==> config.mk <==
export PLATFORM = sky130hd
export DESIGN_NAME = npcg_toggle_scc_pm_arbiter_flat
export DESIGN_NICKNAME = d
export VERILOG_FILES = /design/src/rtl/npcg_toggle_scc_pm_arbiter_if.sv /design/src/rtl/npcg_toggle_scc_pm_arbiter.sv /design/src/flat_wrapper.sv
export SDC_FILE = /design/constraint.sdc
export NUM_CORES = 1
export LEC_CHECK = 0
export ABC_AREA = 0
export CAP_MARGIN = 20
export CORE_AREA = 2 2 90 92
export CTS_CLUSTER_DIAMETER = 60
export DETAILED_ROUTE_END_ITERATION = 16
export DIE_AREA = 0 0 92 94
export GPL_TIMING_DRIVEN = 1
export PLACE_DENSITY = 0.74
export SYNTH_ARGS = -nofsm -noshare
export SYNTH_HDL_FRONTEND = slang
export SYNTH_SLANG_ARGS = --single-unit
==> constraint.sdc <==
create_clock -name iSystemClock -period 2.3 [get_ports iSystemClock]
set_clock_uncertainty 0.05 [all_clocks]
set_input_delay 0.575 -clock iSystemClock [delete_from_list [all_inputs] [get_ports iSystemClock]]
set_output_delay 0.575 -clock iSystemClock [all_outputs]
set_load 0.01 [all_outputs]
==> src/rtl/npcg_toggle_scc_pm_arbiter_if.sv <==
// Bundles the requester-side and PM-side buses of the SCC/PM arbiter.
// Pure wiring, no latency.
// No backpressure of its own; the arbiter grants and holds the bus until release.
interface npcg_toggle_scc_pm_arbiter_if #(
   parameter int N = 4
);
   // Requester side
   logic [N-1:0]    iReqValid;
   logic [N-1:0]    iReqLastStep;
   logic [8*N-1:0]  iReqPCommand;
   logic [3*N-1:0]  iReqPCommandOption;
   logic [16*N-1:0] iReqNumOfData;
   logic [N-1:0]    oGrant;
   logic [8*N-1:0]  oReqPM_Ready;
   logic [8*N-1:0]  oReqPM_LastStep;
   // Primitive-manager side
   logic [7:0]      iPM_Ready;
   logic [7:0]      iPM_LastStep;
   logic [7:0]      oPM_PCommand;
   logic [2:0]      oPM_PCommandOption;
   logic [15:0]     oPM_NumOfData;
   logic            oBusy;

   // Arbiter view
   modport slave (
      input  iReqValid, iReqLastStep, iReqPCommand, iReqPCommandOption, iReqNumOfData,
      input  iPM_Ready, iPM_LastStep,
      output oGrant, oReqPM_Ready, oReqPM_LastStep,
      output oPM_PCommand, oPM_PCommandOption, oPM_NumOfData, oBusy
   );

   // Requesters/PM view
   modport master (
      output iReqValid, iReqLastStep, iReqPCommand, iReqPCommandOption, iReqNumOfData,
      output iPM_Ready, iPM_LastStep,
      input  oGrant, oReqPM_Ready, oReqPM_LastStep,
      input  oPM_PCommand, oPM_PCommandOption, oPM_NumOfData, oBusy
   );
endinterface

==> src/rtl/npcg_toggle_scc_pm_arbiter.sv <==
// Round-robin arbiter sharing one PM command port among SCC sequencers.
// Grant appears one cycle after request; a one-cycle Release separates grants.
// Grant held until the owner's LastStep or withdrawal; others wait, no preemption.
module npcg_toggle_scc_pm_arbiter #(
   parameter int NumberOfRequesters = 4
) (
   input  logic                          iSystemClock,
   input  logic                          iReset,
   npcg_toggle_scc_pm_arbiter_if.slave   bus
);

   localparam int N     = NumberOfRequesters;
   localparam int IDX_W = (N > 1) ? $clog2(N) : 1;

   typedef enum logic [1:0] {
      ST_IDLE,
      ST_GRANTED,
      ST_RELEASE
   } state_t;

   state_t             state_q, state_d;
   logic [IDX_W-1:0]   grant_idx_q, grant_idx_d;
   logic [IDX_W-1:0]   last_idx_q, last_idx_d;

   // Next-state, round-robin selection and output muxing
   always_comb begin
      int               cand;
      logic [IDX_W-1:0] cidx;
      logic             found;
      logic             own_valid;
      logic             own_last;

      state_d     = state_q;
      grant_idx_d = grant_idx_q;
      last_idx_d  = last_idx_q;
      cand        = 0;
      cidx        = '0;
      found       = 1'b0;
      own_valid   = 1'b0;
      own_last    = 1'b0;

      bus.oGrant             = '0;
      bus.oReqPM_Ready       = '0;
      bus.oReqPM_LastStep    = '0;
      bus.oPM_PCommand       = 8'h00;
      bus.oPM_PCommandOption = 3'b000;
      bus.oPM_NumOfData      = 16'd0;
      bus.oBusy              = (state_q != ST_IDLE);

      case (state_q)
         ST_IDLE: begin
            // Search starts just past the last owner so everyone gets a turn.
            for (int i = 1; i <= N; i++) begin
               cand = int'(last_idx_q) + i;
               if (cand >= N) cand = cand - N;
               cidx = IDX_W'(cand);
               if (!found && bus.iReqValid[cidx]) begin
                  found       = 1'b1;
                  grant_idx_d = cidx;
               end
            end
            if (found) state_d = ST_GRANTED;
         end

         ST_GRANTED: begin
            for (int k = 0; k < N; k++) begin
               if (grant_idx_q == IDX_W'(k)) begin
                  bus.oGrant[k]                 = 1'b1;
                  bus.oPM_PCommand              = bus.iReqPCommand[8*k +: 8];
                  bus.oPM_PCommandOption        = bus.iReqPCommandOption[3*k +: 3];
                  bus.oPM_NumOfData             = bus.iReqNumOfData[16*k +: 16];
                  bus.oReqPM_Ready[8*k +: 8]    = bus.iPM_Ready;
                  bus.oReqPM_LastStep[8*k +: 8] = bus.iPM_LastStep;
                  own_valid                     = bus.iReqValid[k];
                  own_last                      = bus.iReqLastStep[k];
               end
            end
            // LastStep and withdrawal together are a single release.
            if (own_last || !own_valid) state_d = ST_RELEASE;
         end

         ST_RELEASE: begin
            // Outputs stay at zero so the PM sees the command drop.
            last_idx_d = grant_idx_q;
            state_d    = ST_IDLE;
         end

         default: state_d = ST_IDLE;
      endcase
   end

   // State and pointer registers with synchronous active-low reset
   always_ff @(posedge iSystemClock) begin
      if (!iReset) begin
         state_q     <= ST_IDLE;
         grant_idx_q <= '0;
         last_idx_q  <= IDX_W'(N - 1);
      end else begin
         state_q     <= state_d;
         grant_idx_q <= grant_idx_d;
         last_idx_q  <= last_idx_d;
      end
   end

endmodule

==> src/flat_wrapper.sv <==
// flat-port wrapper written by rule: the top's interface ports become plain ports
module npcg_toggle_scc_pm_arbiter_flat 
#(
   parameter int NumberOfRequesters = 4
)
  (iSystemClock, iReset, bus_iReqValid, bus_iReqLastStep, bus_iReqPCommand, bus_iReqPCommandOption, bus_iReqNumOfData, bus_iPM_Ready, bus_iPM_LastStep, bus_oGrant, bus_oReqPM_Ready, bus_oReqPM_LastStep, bus_oPM_PCommand, bus_oPM_PCommandOption, bus_oPM_NumOfData, bus_oBusy);
  npcg_toggle_scc_pm_arbiter_if #(.N((4))) bus_i ();
  input  logic iSystemClock;
  input  logic iReset;
  input wire logic [$bits(bus_i.iReqValid)-1:0] bus_iReqValid;
  input wire logic [$bits(bus_i.iReqLastStep)-1:0] bus_iReqLastStep;
  input wire logic [$bits(bus_i.iReqPCommand)-1:0] bus_iReqPCommand;
  input wire logic [$bits(bus_i.iReqPCommandOption)-1:0] bus_iReqPCommandOption;
  input wire logic [$bits(bus_i.iReqNumOfData)-1:0] bus_iReqNumOfData;
  input wire logic [$bits(bus_i.iPM_Ready)-1:0] bus_iPM_Ready;
  input wire logic [$bits(bus_i.iPM_LastStep)-1:0] bus_iPM_LastStep;
  output wire logic [$bits(bus_i.oGrant)-1:0] bus_oGrant;
  output wire logic [$bits(bus_i.oReqPM_Ready)-1:0] bus_oReqPM_Ready;
  output wire logic [$bits(bus_i.oReqPM_LastStep)-1:0] bus_oReqPM_LastStep;
  output wire logic [$bits(bus_i.oPM_PCommand)-1:0] bus_oPM_PCommand;
  output wire logic [$bits(bus_i.oPM_PCommandOption)-1:0] bus_oPM_PCommandOption;
  output wire logic [$bits(bus_i.oPM_NumOfData)-1:0] bus_oPM_NumOfData;
  output wire logic [$bits(bus_i.oBusy)-1:0] bus_oBusy;
  assign bus_i.iReqValid = bus_iReqValid;
  assign bus_i.iReqLastStep = bus_iReqLastStep;
  assign bus_i.iReqPCommand = bus_iReqPCommand;
  assign bus_i.iReqPCommandOption = bus_iReqPCommandOption;
  assign bus_i.iReqNumOfData = bus_iReqNumOfData;
  assign bus_i.iPM_Ready = bus_iPM_Ready;
  assign bus_i.iPM_LastStep = bus_iPM_LastStep;
  assign bus_oGrant = bus_i.oGrant;
  assign bus_oReqPM_Ready = bus_i.oReqPM_Ready;
  assign bus_oReqPM_LastStep = bus_i.oReqPM_LastStep;
  assign bus_oPM_PCommand = bus_i.oPM_PCommand;
  assign bus_oPM_PCommandOption = bus_i.oPM_PCommandOption;
  assign bus_oPM_NumOfData = bus_i.oPM_NumOfData;
  assign bus_oBusy = bus_i.oBusy;
  npcg_toggle_scc_pm_arbiter #(.NumberOfRequesters(NumberOfRequesters)) u_core (.iSystemClock(iSystemClock), .iReset(iReset), .bus(bus_i));
endmodule
==> reports/qor.csv <==
stage,metric,value,unit
logic_synthesis,Synth Instances,189,
logic_synthesis,"area leader, netlist",mux4_2,
logic_synthesis,Synth top cells by count,"91 x and2_1, 27 x mux4_2, 10 x buf_2",
logic_synthesis,synthesized cell area,1730,µm²
logic_synthesis,"Seq/Total Area, Yosys",6.95,%
power_and_ir_drop,VDD IR max,0.394,mV
placement,IO Port Bufs,229,
timing,worst hold margin,0.522,ns
cts,Root Buffer,clkbuf_8,
floorplan,die area,8650,µm²
global_route,met1 GRT Util,22.7,%
critical_path,Required @ worst endpoint,1.67,ns
cts,Hold Buf Count CTS,0,
cts,CTS sink count,6,
global_route,largest net degree at the start of global routing,23,
cts,"CTS clk-pin slew, worst paths",0.04,ns
global_route,GR Util met3,5.94,%
logic_synthesis,post-synth top area share,35.2,%
critical_path,R2R Setup Slk,0.90,ns
final_layout,multi-input logic area,1510,µm²
hold_path,worst hold path class,reg2reg,
timing,min Tclk post-route,2.25,ns
global_route,initial antenna violation count,2,
final_layout,Sequential Area,129,µm²
placement,pre-CTS WS,-0.483,ns
critical_path,"Arr. time, crit path",1.62,ns
global_route,GR Util All Layers,19.2,%
global_route,global-route wire length before repair,13200,µm
final_layout,final instance area,4100,µm²
critical_path,crit path buf inv count,3,
cts,worst-case clock buffer depth,2,
logic_synthesis,Synth cell types,27,
cts,clock buffer count from CTS,3,
cts,CTS tree,built,
timing,fin. max-slew vios,0,
logic_synthesis,ys async rst share,0,%
route,Via density,4.48,
final_layout,Util after Layout,53.9,%
global_route,vias in the first global route,2341,
floorplan,Core Rows,32,
timing,final setup violation count,0,
hold_path,WHS Path Cells,2,
logic_synthesis,Synthesis Warnings,0,
route,first-pass detailed-route iteration total,4,
placement,gpl congestion,0.778,
logic_synthesis,most frequent cell after synthesis,and2_1,
power_and_ir_drop,Lkg Pwr,2.18,nW
floorplan,Die X-Extent,92,µm
floorplan,Initial Util,22.7,%
final_layout,NumNets Final,558,
route,ANT nets after route,0,
route,Routed WL,8950,µm
critical_path,"delay-heaviest family, CP",multiplexers,
global_route,gr busiest metal,met2,
route,Iter 0 DRT Violations,60,
placement,DP Cell Count,515,
final_layout,"Cell Count, Final, Fillers Out",526,
logic_synthesis,Post-synth EDFFs,0,
critical_path,crit-path max cell delay,0.50,ns
power_and_ir_drop,P per Cell Area,374,nW/µm²
logic_synthesis,Synth Register Bits,6,
hold_path,Worst Hold Path EP,u_core.last_idx_q[1],
logic_synthesis,Synth Net Count,323,
hold_path,min-delay src,u_core.last_idx_q[1],
flow_run,# Max-Cap Violations,0,
placement,Placement Cell Area,4170,µm²
timing,FMAX,445,MHz
critical_path,crit-path cells,buf_12 -> clkbuf_16 -> mux4_2 -> and2_4 -> buf_6,
critical_path,worst flop-to-flop path startpoint,u_core.state_q[1],
global_route,gr ovfl total,0,
logic_synthesis,ys flop type,dfxtp_1,
critical_path,reg2reg end,u_core.grant_idx_q[1],
run_status,status,"finished, final reports clean",
cts,worst skew pair latency,0.22,ns
timing,RSZ-0062 raised after global routing,yes,
critical_path,CP Max Fanout,6,
timing,Relative slew margins,80.0,%
timing,Slew @ Worst Pin,0.298,ns
final_layout,FILL cells,765,
critical_path,cells on worst reg2reg path,4,
floorplan,io pins,230,
final_layout,layout cells sized above 1,23.9,%
final_layout,"Area growth, synth to finish",137,%
route,routed via count,2354,
placement,HPWL after detailed placement,7380,µm
logic_synthesis,post-synthesis area per instance,9.14,µm²
timing,Final Hold Violating Endpoints,0,
critical_path,slowest CP cell,mux4_2,
floorplan,Core Box Area,7610,µm²
timing,PnR worst setup slack,0.0515,ns
global_route,M2 GR Usage,35.1,%
route,WL/cell,17.0,µm
logic_synthesis,synth top area cells,"mux4_2 35%, and2_1 33%, dfxtp_1 7.0%, buf_2 2.9%, buf_12 2.3%",
timing,period utilisation layout,97.8,%
critical_path,crit path launch type,flip-flop,
cts,# H-tree levels,1,
critical_path,WS Path Type,reg2out,
floorplan,die height,94,µm
route,drc violations,0,
critical_path,Critical Path End Type,output pin,
-- through the flow --
step	TNS (ns)	power, mW
floorplan	0	0.758
global placement	-15.17	1.42
detailed placement	-16.19	1.44
CTS	-0.137	1.52
global route	-0.00648	1.65
finish	0	1.54
-- routing by layer --
metal | vias up | wire length, µm
met3 | 10 | 792
met5 | - | 0
li1 | 1141 | -
met4 | 0 | 90
met1 | 1097 | 3340
met2 | 106 | 4720
-- cells by family (layout without fill, tap and decap cells) --
group | Yosys count | after routing | synth area share [%]
AOI/OAI and AO/OA | 16 | 16 | 7.31
buffers and inverters | 21 | 254 | 8.04
and+or+nand+nor | 117 | 117 | 41.3
other | 0 | 2 | 0
muxes | 29 | 29 | 36.4
DFF | 6 | 6 | 6.95
-- cell usage in the layout, fill, tap and decap left out, types with 2 or more instances in the layout --
| master | count |
|---|---|
| clkbuf_8 | 3 |
| inv_1 | 4 |
| mux4_2 | 27 |
| dlymetal6s2s_1 | 8 |
| and2_1 | 79 |
| buf_4 | 10 |
| nand2b_1 | 6 |
| diode_2 | 2 |
| buf_2 | 15 |
| and2_4 | 12 |
| a311oi_1 | 2 |
| dfxtp_1 | 3 |
| a21oi_1 | 3 |
| nor2b_1 | 2 |
| dfxtp_4 | 2 |
| nand2_1 | 9 |
| and3_1 | 2 |
| mux2i_1 | 2 |
| clkdlybuf4s15_2 | 4 |
| buf_12 | 5 |
| o221ai_1 | 3 |
| dlygate4sd2_1 | 163 |
| o21ai_0 | 3 |
| clkdlybuf4s50_1 | 26 |
| buf_6 | 14 |
-- worst min-delay path, cell delays in order, from the launching register on --
cell	delay [ns]
dfxtp_1	0.38
mux2i_1	0.09
nand2_1	0.06
-- what timing repair did --
item                                    CTS  global route
buffers inserted                          3             2
endpoints found under the setup margin   95            18
gates cloned                              1             1
pin swaps                                25             2
resized for setup                       312            15
-- report_power, final --
part | leakage, nW | switching (mW) | internal, mW
clock | 0.0216 | 0.0426 | 0.112
sequential | 0.0509 | 0.0222 | 0.124
combinational | 2.10 | 0.493 | 0.741
-- cell type report --
cell class                      count  area share, %
Multi-Input combinational cell    162           36.8
Inverter                            4          0.366
Sequential cell                     6           3.14
Antenna cell                        2          0.122
Clock buffer                        3           1.01
Timing Repair Buffer              247           55.5
Tap cell                          102           3.11
-- how the worst max path moves through the flow --
stage	start	end	slack [ns]	cells after the start
after floorplan	u_core.grant_idx_q[0]	bus_oPM_PCommand[3]	0.39	4
after global placement	bus_iReqNumOfData[55]	bus_oPM_NumOfData[7]	-0.49	4
after detailed placement	bus_iReqNumOfData[55]	bus_oPM_NumOfData[7]	-0.48	4
after CTS	bus_iReqNumOfData[55]	bus_oPM_NumOfData[7]	-0.14	4
after global routing	u_core.grant_idx_q[0]	bus_oPM_NumOfData[7]	-0.006	5
final	u_core.grant_idx_q[0]	bus_oPM_NumOfData[2]	0.05	5
-- flip-flops by register name (all words and copies together) (netlist names) --
register	flops
u_core.grant_idx_q	2
u_core.last_idx_q	2
u_core.state_q	2
Note: power is estimated with default switching activity, not from simulation.
